[src/rtl/buf_pkg.sv]
// -----------------------------------------------------------------------------
// buf_pkg
// Shared helpers for the buffering blocks (par_rw_fifo, fifo_ptr_ctr):
//   clog2    : ceiling log2 of a positive integer (constant-foldable)
//   ptr_w    : width of a pointer that indexes 0..depth-1 (at least 1 bit)
//   cnt_w    : width of an occupancy counter that holds 0..depth
//   mod_add  : (ptr + inc) mod depth for ptr < depth and inc <= depth, done
//              with a single compare-and-subtract so non-power-of-two depths
//              wrap correctly.
// -----------------------------------------------------------------------------
package buf_pkg;

  function automatic int clog2(input int n);
    int r;
    r = 0;
    while ((1 << r) < n) begin
      r = r + 1;
    end
    return r;
  endfunction

  function automatic int ptr_w(input int depth);
    return (depth > 1) ? clog2(depth) : 1;
  endfunction

  function automatic int cnt_w(input int depth);
    return clog2(depth + 1);
  endfunction

  // Valid only for ptr < depth and inc <= depth, which every caller guarantees.
  function automatic int unsigned mod_add(input int unsigned ptr,
                                          input int unsigned inc,
                                          input int unsigned depth);
    int unsigned s;
    s = ptr + inc;
    return (s >= depth) ? (s - depth) : s;
  endfunction

endpackage

[src/rtl/fifo_ptr_ctr.sv]
// -----------------------------------------------------------------------------
// fifo_ptr_ctr
// Circular pointer that advances by STEP modulo DEPTH.
// Ports:
//   clk  in  clock
//   rst  in  asynchronous active-high reset (pointer -> 0)
//   clr  in  synchronous clear, wins over en
//   en   in  advance by STEP on the next rising edge
//   ptr  out current pointer value, 0..DEPTH-1
// -----------------------------------------------------------------------------
module fifo_ptr_ctr
  import buf_pkg::*;
#(
  parameter int STEP  = 1,
  parameter int DEPTH = 12,
  localparam int PW   = ptr_w(DEPTH)
) (
  input  logic          clk,
  input  logic          rst,
  input  logic          clr,
  input  logic          en,
  output logic [PW-1:0] ptr
);

  logic [PW-1:0] ptr_q;
  logic [PW-1:0] ptr_d;

  always_comb begin
    ptr_d = ptr_q;
    if (clr) begin
      ptr_d = '0;
    end else if (en) begin
      ptr_d = PW'(mod_add(32'(ptr_q), STEP, DEPTH));
    end
  end

  always_ff @(posedge clk or posedge rst) begin
    if (rst) begin
      ptr_q <= '0;
    end else begin
      ptr_q <= ptr_d;
    end
  end

  assign ptr = ptr_q;

endmodule

[src/rtl/par_rw_fifo.sv]
// -----------------------------------------------------------------------------
// par_rw_fifo
// Circular FIFO that accepts PAR_WRITE words per write handshake and delivers
// PAR_READ words per read handshake (show-ahead). Depth need not be a power
// of two. Re-packs filter / feature-map words between the input streamer and
// the CNN processing element.
//
// Ports:
//   clk          in   clock, all state updates on the rising edge
//   rst          in   asynchronous active-high reset
//   flush        in   synchronous clear of all content (beats any handshake)
//   wr_data      in   WIDTH*PAR_WRITE, word j at [j*WIDTH +: WIDTH], word 0 oldest
//   wr_valid     in   write request
//   wr_ready     out  room for PAR_WRITE more words
//   rd_data      out  WIDTH*PAR_READ, word k at [k*WIDTH +: WIDTH], word 0 oldest
//   rd_valid     out  at least PAR_READ words stored
//   rd_ready     in   consumer takes rd_data
//   count        out  occupancy in words
//   almost_full  out  count >= AF_LEVEL   (only with FIFO_WATERMARK_EN)
//   almost_empty out  count <= AE_LEVEL   (only with FIFO_WATERMARK_EN)
//
// Build option: define FIFO_WATERMARK_EN to add the watermark flags and the
// AF_LEVEL / AE_LEVEL parameters.
// -----------------------------------------------------------------------------
module par_rw_fifo
  import buf_pkg::*;
#(
  parameter int WIDTH     = 16,
  parameter int DEPTH     = 12,
  parameter int PAR_WRITE = 2,
  parameter int PAR_READ  = 3
`ifdef FIFO_WATERMARK_EN
  ,
  parameter int AF_LEVEL  = DEPTH - PAR_WRITE,
  parameter int AE_LEVEL  = PAR_READ
`endif
) (
  input  logic                          clk,
  input  logic                          rst,
  input  logic                          flush,
  input  logic [WIDTH*PAR_WRITE-1:0]    wr_data,
  input  logic                          wr_valid,
  output logic                          wr_ready,
  output logic [WIDTH*PAR_READ-1:0]     rd_data,
  output logic                          rd_valid,
  input  logic                          rd_ready,
  output logic [cnt_w(DEPTH)-1:0]       count
`ifdef FIFO_WATERMARK_EN
  ,
  output logic                          almost_full,
  output logic                          almost_empty
`endif
);

  localparam int PW = ptr_w(DEPTH);
  localparam int CW = cnt_w(DEPTH);
  localparam int EW = CW + 1;

  // wr_ready / rd_valid thresholds as count comparisons.
  localparam logic [CW-1:0] WR_LIMIT = CW'(DEPTH - PAR_WRITE);
  localparam logic [CW-1:0] RD_MIN   = CW'(PAR_READ);

  logic [WIDTH-1:0] mem_q [DEPTH];

  logic [PW-1:0] wr_ptr;
  logic [PW-1:0] rd_ptr;
  logic [PW-1:0] wr_addr [PAR_WRITE];
  logic [PW-1:0] rd_addr [PAR_READ];

  logic [CW-1:0] count_q;
  logic [CW-1:0] count_d;
  logic [EW-1:0] count_ext;

  logic wr_fire;
  logic rd_fire;

  // Status depends only on the registered count.
  assign wr_ready = (count_q <= WR_LIMIT);
  assign rd_valid = (count_q >= RD_MIN);

  // Flush discards any handshake in the same cycle.
  assign wr_fire = wr_valid && wr_ready && !flush;
  assign rd_fire = rd_valid && rd_ready && !flush;

  // ---------------------------------------------------------------------------
  // Pointers
  // ---------------------------------------------------------------------------
  fifo_ptr_ctr #(
    .STEP  (PAR_WRITE),
    .DEPTH (DEPTH)
  ) u_wr_ptr (
    .clk (clk),
    .rst (rst),
    .clr (flush),
    .en  (wr_fire),
    .ptr (wr_ptr)
  );

  fifo_ptr_ctr #(
    .STEP  (PAR_READ),
    .DEPTH (DEPTH)
  ) u_rd_ptr (
    .clk (clk),
    .rst (rst),
    .clr (flush),
    .en  (rd_fire),
    .ptr (rd_ptr)
  );

  // ---------------------------------------------------------------------------
  // Per-word addresses (wrap past the last entry, never a power-of-two mask)
  // ---------------------------------------------------------------------------
  generate
    for (genvar gi = 0; gi < PAR_WRITE; gi++) begin : g_wr_addr
      assign wr_addr[gi] = PW'(mod_add(32'(wr_ptr), gi, DEPTH));
    end
    for (genvar gi = 0; gi < PAR_READ; gi++) begin : g_rd_addr
      assign rd_addr[gi] = PW'(mod_add(32'(rd_ptr), gi, DEPTH));
      // Show-ahead: the oldest PAR_READ words are always presented.
      assign rd_data[gi*WIDTH +: WIDTH] = mem_q[rd_addr[gi]];
    end
  endgenerate

  // ---------------------------------------------------------------------------
  // Storage (not reset; content is only meaningful below count)
  // ---------------------------------------------------------------------------
  always_ff @(posedge clk) begin
    if (wr_fire) begin
      for (int j = 0; j < PAR_WRITE; j++) begin
        mem_q[wr_addr[j]] <= wr_data[j*WIDTH +: WIDTH];
      end
    end
  end

  // ---------------------------------------------------------------------------
  // Occupancy: one extra bit so the add-then-subtract never overflows the
  // intermediate; the final value always lands in 0..DEPTH.
  // ---------------------------------------------------------------------------
  always_comb begin
    count_ext = {1'b0, count_q};
    if (wr_fire) begin
      count_ext = count_ext + EW'(PAR_WRITE);
    end
    if (rd_fire) begin
      count_ext = count_ext - EW'(PAR_READ);
    end
    count_d = flush ? '0 : CW'(count_ext);
  end

  always_ff @(posedge clk or posedge rst) begin
    if (rst) begin
      count_q <= '0;
    end else begin
      count_q <= count_d;
    end
  end

  assign count = count_q;

`ifdef FIFO_WATERMARK_EN
  assign almost_full  = (32'(count_q) >= AF_LEVEL);
  assign almost_empty = (32'(count_q) <= AE_LEVEL);
`endif

endmodule

[config.mk]
export PLATFORM = sky130hd
export DESIGN_NAME = par_rw_fifo
export DESIGN_NICKNAME = d
export VERILOG_FILES = /design/src/rtl/buf_pkg.sv /design/src/rtl/fifo_ptr_ctr.sv /design/src/rtl/par_rw_fifo.sv
export SDC_FILE = /design/constraint.sdc
export NUM_CORES = 1
export LEC_CHECK = 0
export ABC_AREA = 0
export BUFFER_PORTS_ARGS = -buffer_cell sky130_fd_sc_hd__buf_2
export CORE_UTILIZATION = 55
export CTS_CLUSTER_DIAMETER = 60
export DETAILED_ROUTE_END_ITERATION = 7
export PLACE_DENSITY = 0.8
export SYNTH_ARGS = -nofsm -noshare
export SYNTH_HDL_FRONTEND = slang
export SYNTH_HIERARCHICAL = 1
export SYNTH_SLANG_ARGS = --single-unit
[constraint.sdc]
create_clock -name clk -period 8.15 [get_ports clk]
set_input_delay 0 -clock clk [delete_from_list [all_inputs] [get_ports clk]]
set_output_delay 0 -clock clk [all_outputs]
set_load 0.05 [all_outputs]
==> flow_metrics.tcl <==
set metrics [dict create \
    status "finished, violations left" \
    violations "slew limit" \
    rsz0062_at_grt "no" \
    synth_ff_type "edfxtp_1" \
    slew_headroom -0.231 \
    grt_pass1_vias 10600 \
    wl_mm 42.5 \
    power.density_mw_per_mm2 250 \
    regArea_sq_mm 0.00605 \
    cts_buffer_depth 3 \
    maxSlewViolCount 54 \
    end_kind "output pin" \
    num-fill-cells 1984 \
    startpoint "u_rd_ptr/ptr[1]" \
    drc 0 \
    p_leak_nw 6.00 \
    initial_core_util 0.558 \
    die_x_microns 164 \
    cts_resized 0 \
    die-height_microns 164 \
    reg2reg_from "u_wr_ptr/ptr[2]" \
    async_flop_share 0.0542 \
    vias 10600 \
    worstMarginPinSlew_ns 1.84 \
    multi_input_area_sq_mm 0.00786 \
    max_freq_mhz 176 \
    synth_area_sq_mm 0.0145 \
    dr.pass1.iters 6 \
    place_area_sq_mm 0.0150 \
    max-vdd-ir-drop_v 0.000180 \
    layout_min_cycle_time_ns 5.69 \
    layout_common_cells "194 x mux2_2, 192 x edfxtp_1, 90 x buf_2" \
    syn2layout_area_growth_pct 11.4 \
    crit_required_ns 8.15 \
    ys_seq_area_frac 0.417 \
    setup_tns_ns 0 \
    fin_crit_sh 0.699 \
    setup_viol 0 \
    final_common_cell "mux2_2" \
    final_antenna_net_count 0 \
    cp-endpoint "rd_data[46]" \
    numPortBuffers 90 \
    nets 1216 \
    yosysWarnings 6 \
    grt_usage 0.315 \
    synth_cells 1097 \
    clk_latency_ns 0.51 \
    detailedPlace.worstSlack_ns 3.17 \
    r2r_slack_ns 4.44 \
    worstPathArrival_ns 5.69 \
    antenna_found_initial 2 \
    hold_viol 0 \
    clkSinkCount 203 \
    critPathLaunchType "register" \
    cts_buffers 22 \
    synth.ff_latch_count 203 \
    dieArea_sq_mm 0.0270 \
    synth.net_count 1152 \
    stdcell_area_sq_mm 0.0161 \
    ys_types 78 \
    power_w 0.00404 \
    drtIter0Drc 1209 \
    gp_congestion 0.849 \
    cts_root_buf "clkbuf_16" \
    hold_path_class "primary input to register" \
    synth_edf_count 192 \
    pin_count 91 \
    std_cell_rows 59 \
    clk_pin_slew_worst_paths_ns 0.06 \
    timing.rr.end "mem_q[1][1]" \
    ctsHoldBuffers 48 \
    cts_tree "done" \
    post_cts.repair.setup_buffers 0 \
    core_area_sq_mm 0.0260 \
    criticalPathCategory "register to output pin" \
    path_max_fanout 36 \
    wl_per_cell_microns 28.1 \
    drv_cap 0 \
    r2r_cells 7 \
    drive_gt1_frac 0.391 \
    cts_max_level 1 \
    worst_slack_ns 2.46 \
    grt-ovfl-total 0 \
    grt_max_degree 71 \
    finClkSkew_ns 0.0126 \
    dpl.hpwl_mm 25.0 \
    syn_avg_cell_area_sq_um 13.2 \
    viasPerCell 7.04 \
    grt_pass1_wl_mm 62.2 \
]
## layout make-up
| cell class | count | area share |
|---|---|---|
| multi-input cells | 761 | 0.487 |
| clock buffers | 30 | 0.0373 |
| inverters | 19 | 0.00442 |
| repair buffers | 154 | 0.0651 |
| clock inverters | 9 | 0.00573 |
| well taps | 335 | 0.0260 |
| diodes | 1 | 0.000155 |
| flip-flops and latches | 203 | 0.375 |
## worst min-delay path by stage
stage / from / to / slack, ns / cells past startpoint
2_1_floorplan: rst / u_wr_ptr/ptr[1] / -0.25 / 1
3_3_place_gp: rst / u_wr_ptr/ptr[1] / -0.10 / 2
3_5_place_dp: rst / u_wr_ptr/ptr[1] / -0.09 / 2
4_1_cts: wr_valid / count[3] / 0.12 / 5
5_1_grt: wr_valid / count[2] / 0.17 / 5
6_report: wr_valid / count[2] / 0.12 / 5
## through the flow
stage | cells | util | hold slack [ns]
detailed placement | 1424 | 0.576 | -0.0947
finish | 1512 | 0.621 | 0.115
global placement | 1424 | 0.576 | -0.102
floorplan | 1097 | - | -0.246
CTS | 1511 | 0.621 | 0.120
global route | 1511 | 0.621 | 0.171
## logic make-up (layout without fill, tap and decap cells)
logic type | after synthesis | after routing | synth area share
fa+ha+maj | 18 | 18 | 0.0155
compound gates | 208 | 208 | 0.109
mux | 385 | 385 | 0.359
flops | 203 | 203 | 0.417
buf+inv | 133 | 212 | 0.0449
xor+xnor | 11 | 11 | 0.00664
simple gates | 138 | 138 | 0.0485
other cells | 1 | 2 | 0.000259
## per-layer routing
| layer | global-route usage | vias up | routed length, microns |
|---|---|---|---|
| met2 | 0.520 | 691 | 20500 |
| met5 | 0 | - | 22 |
| met3 | 0.0609 | 151 | 4770 |
| met4 | 0.139 | 4 | 1650 |
| met1 | 0.402 | 5257 | 15500 |
| li1 | - | 4546 | - |
## sequential cells by signal, summed over array words and instances, names as in the netlist
name,cells
u_wr_ptr/ptr,3
u_rd_ptr/ptr,4
mem_q,192
count,4
## critical path: stages, from the launching register on
cell and delay (ns):
dfrtp_4 0.68, inv_1 0.09, ha_1 0.83, clkinv_1 0.82
ha_1 0.53, a221oi_4 0.77, buf_4 0.37, nor2_1 0.06
buf_4 0.22, a221oi_1 0.30, o22ai_1 0.21, buf_2 0.28
## cells in the mapped netlist (3+ instances only)
cell type,number,area (sq um)
xor2_1,5,43.8
o221ai_1,16,140
and2_1,3,18.8
o22a_1,16,140
clkbuf_1,66,248
a221o_1,16,160
buf_4,7,52.6
o21ai_1,4,20.0
a21o_1,6,45.0
a21oi_2,4,35.0
a221oi_1,32,280
edfxtp_1,192,5770
buf_2,24,120
ha_1,18,225
nand2b_1,6,37.5
a21oi_1,45,225
mux4_2,80,1800
nor3b_1,3,22.5
mux2i_1,81,811
a31oi_1,19,119
mux2_4,17,255
o22ai_1,16,100
nand3_1,5,25.0
inv_1,17,63.8
mux2_1,13,146
nand2_1,24,90.1
nor3_1,3,15.0
xnor2_1,6,52.6
nor2_1,66,248
o21ai_0,10,50.1
mux2_2,194,2180
buf_1,6,22.5
buf_6,9,101
dfrtp_1,11,275
nand2_2,6,37.5
## power by group
part / total, W / leakage (nW) / internal, W / switching (W)
Clock: 0.000988 / 0.336 / 0.000579 / 0.000410
Combinational: 0.00180 / 3.78 / 0.000651 / 0.00115
Sequential: 0.00125 / 1.88 / 0.00118 / 0.0000775
Total: 0.00404 / 6.00 / 0.00241 / 0.00163
(Power assumes the default switching activity.)
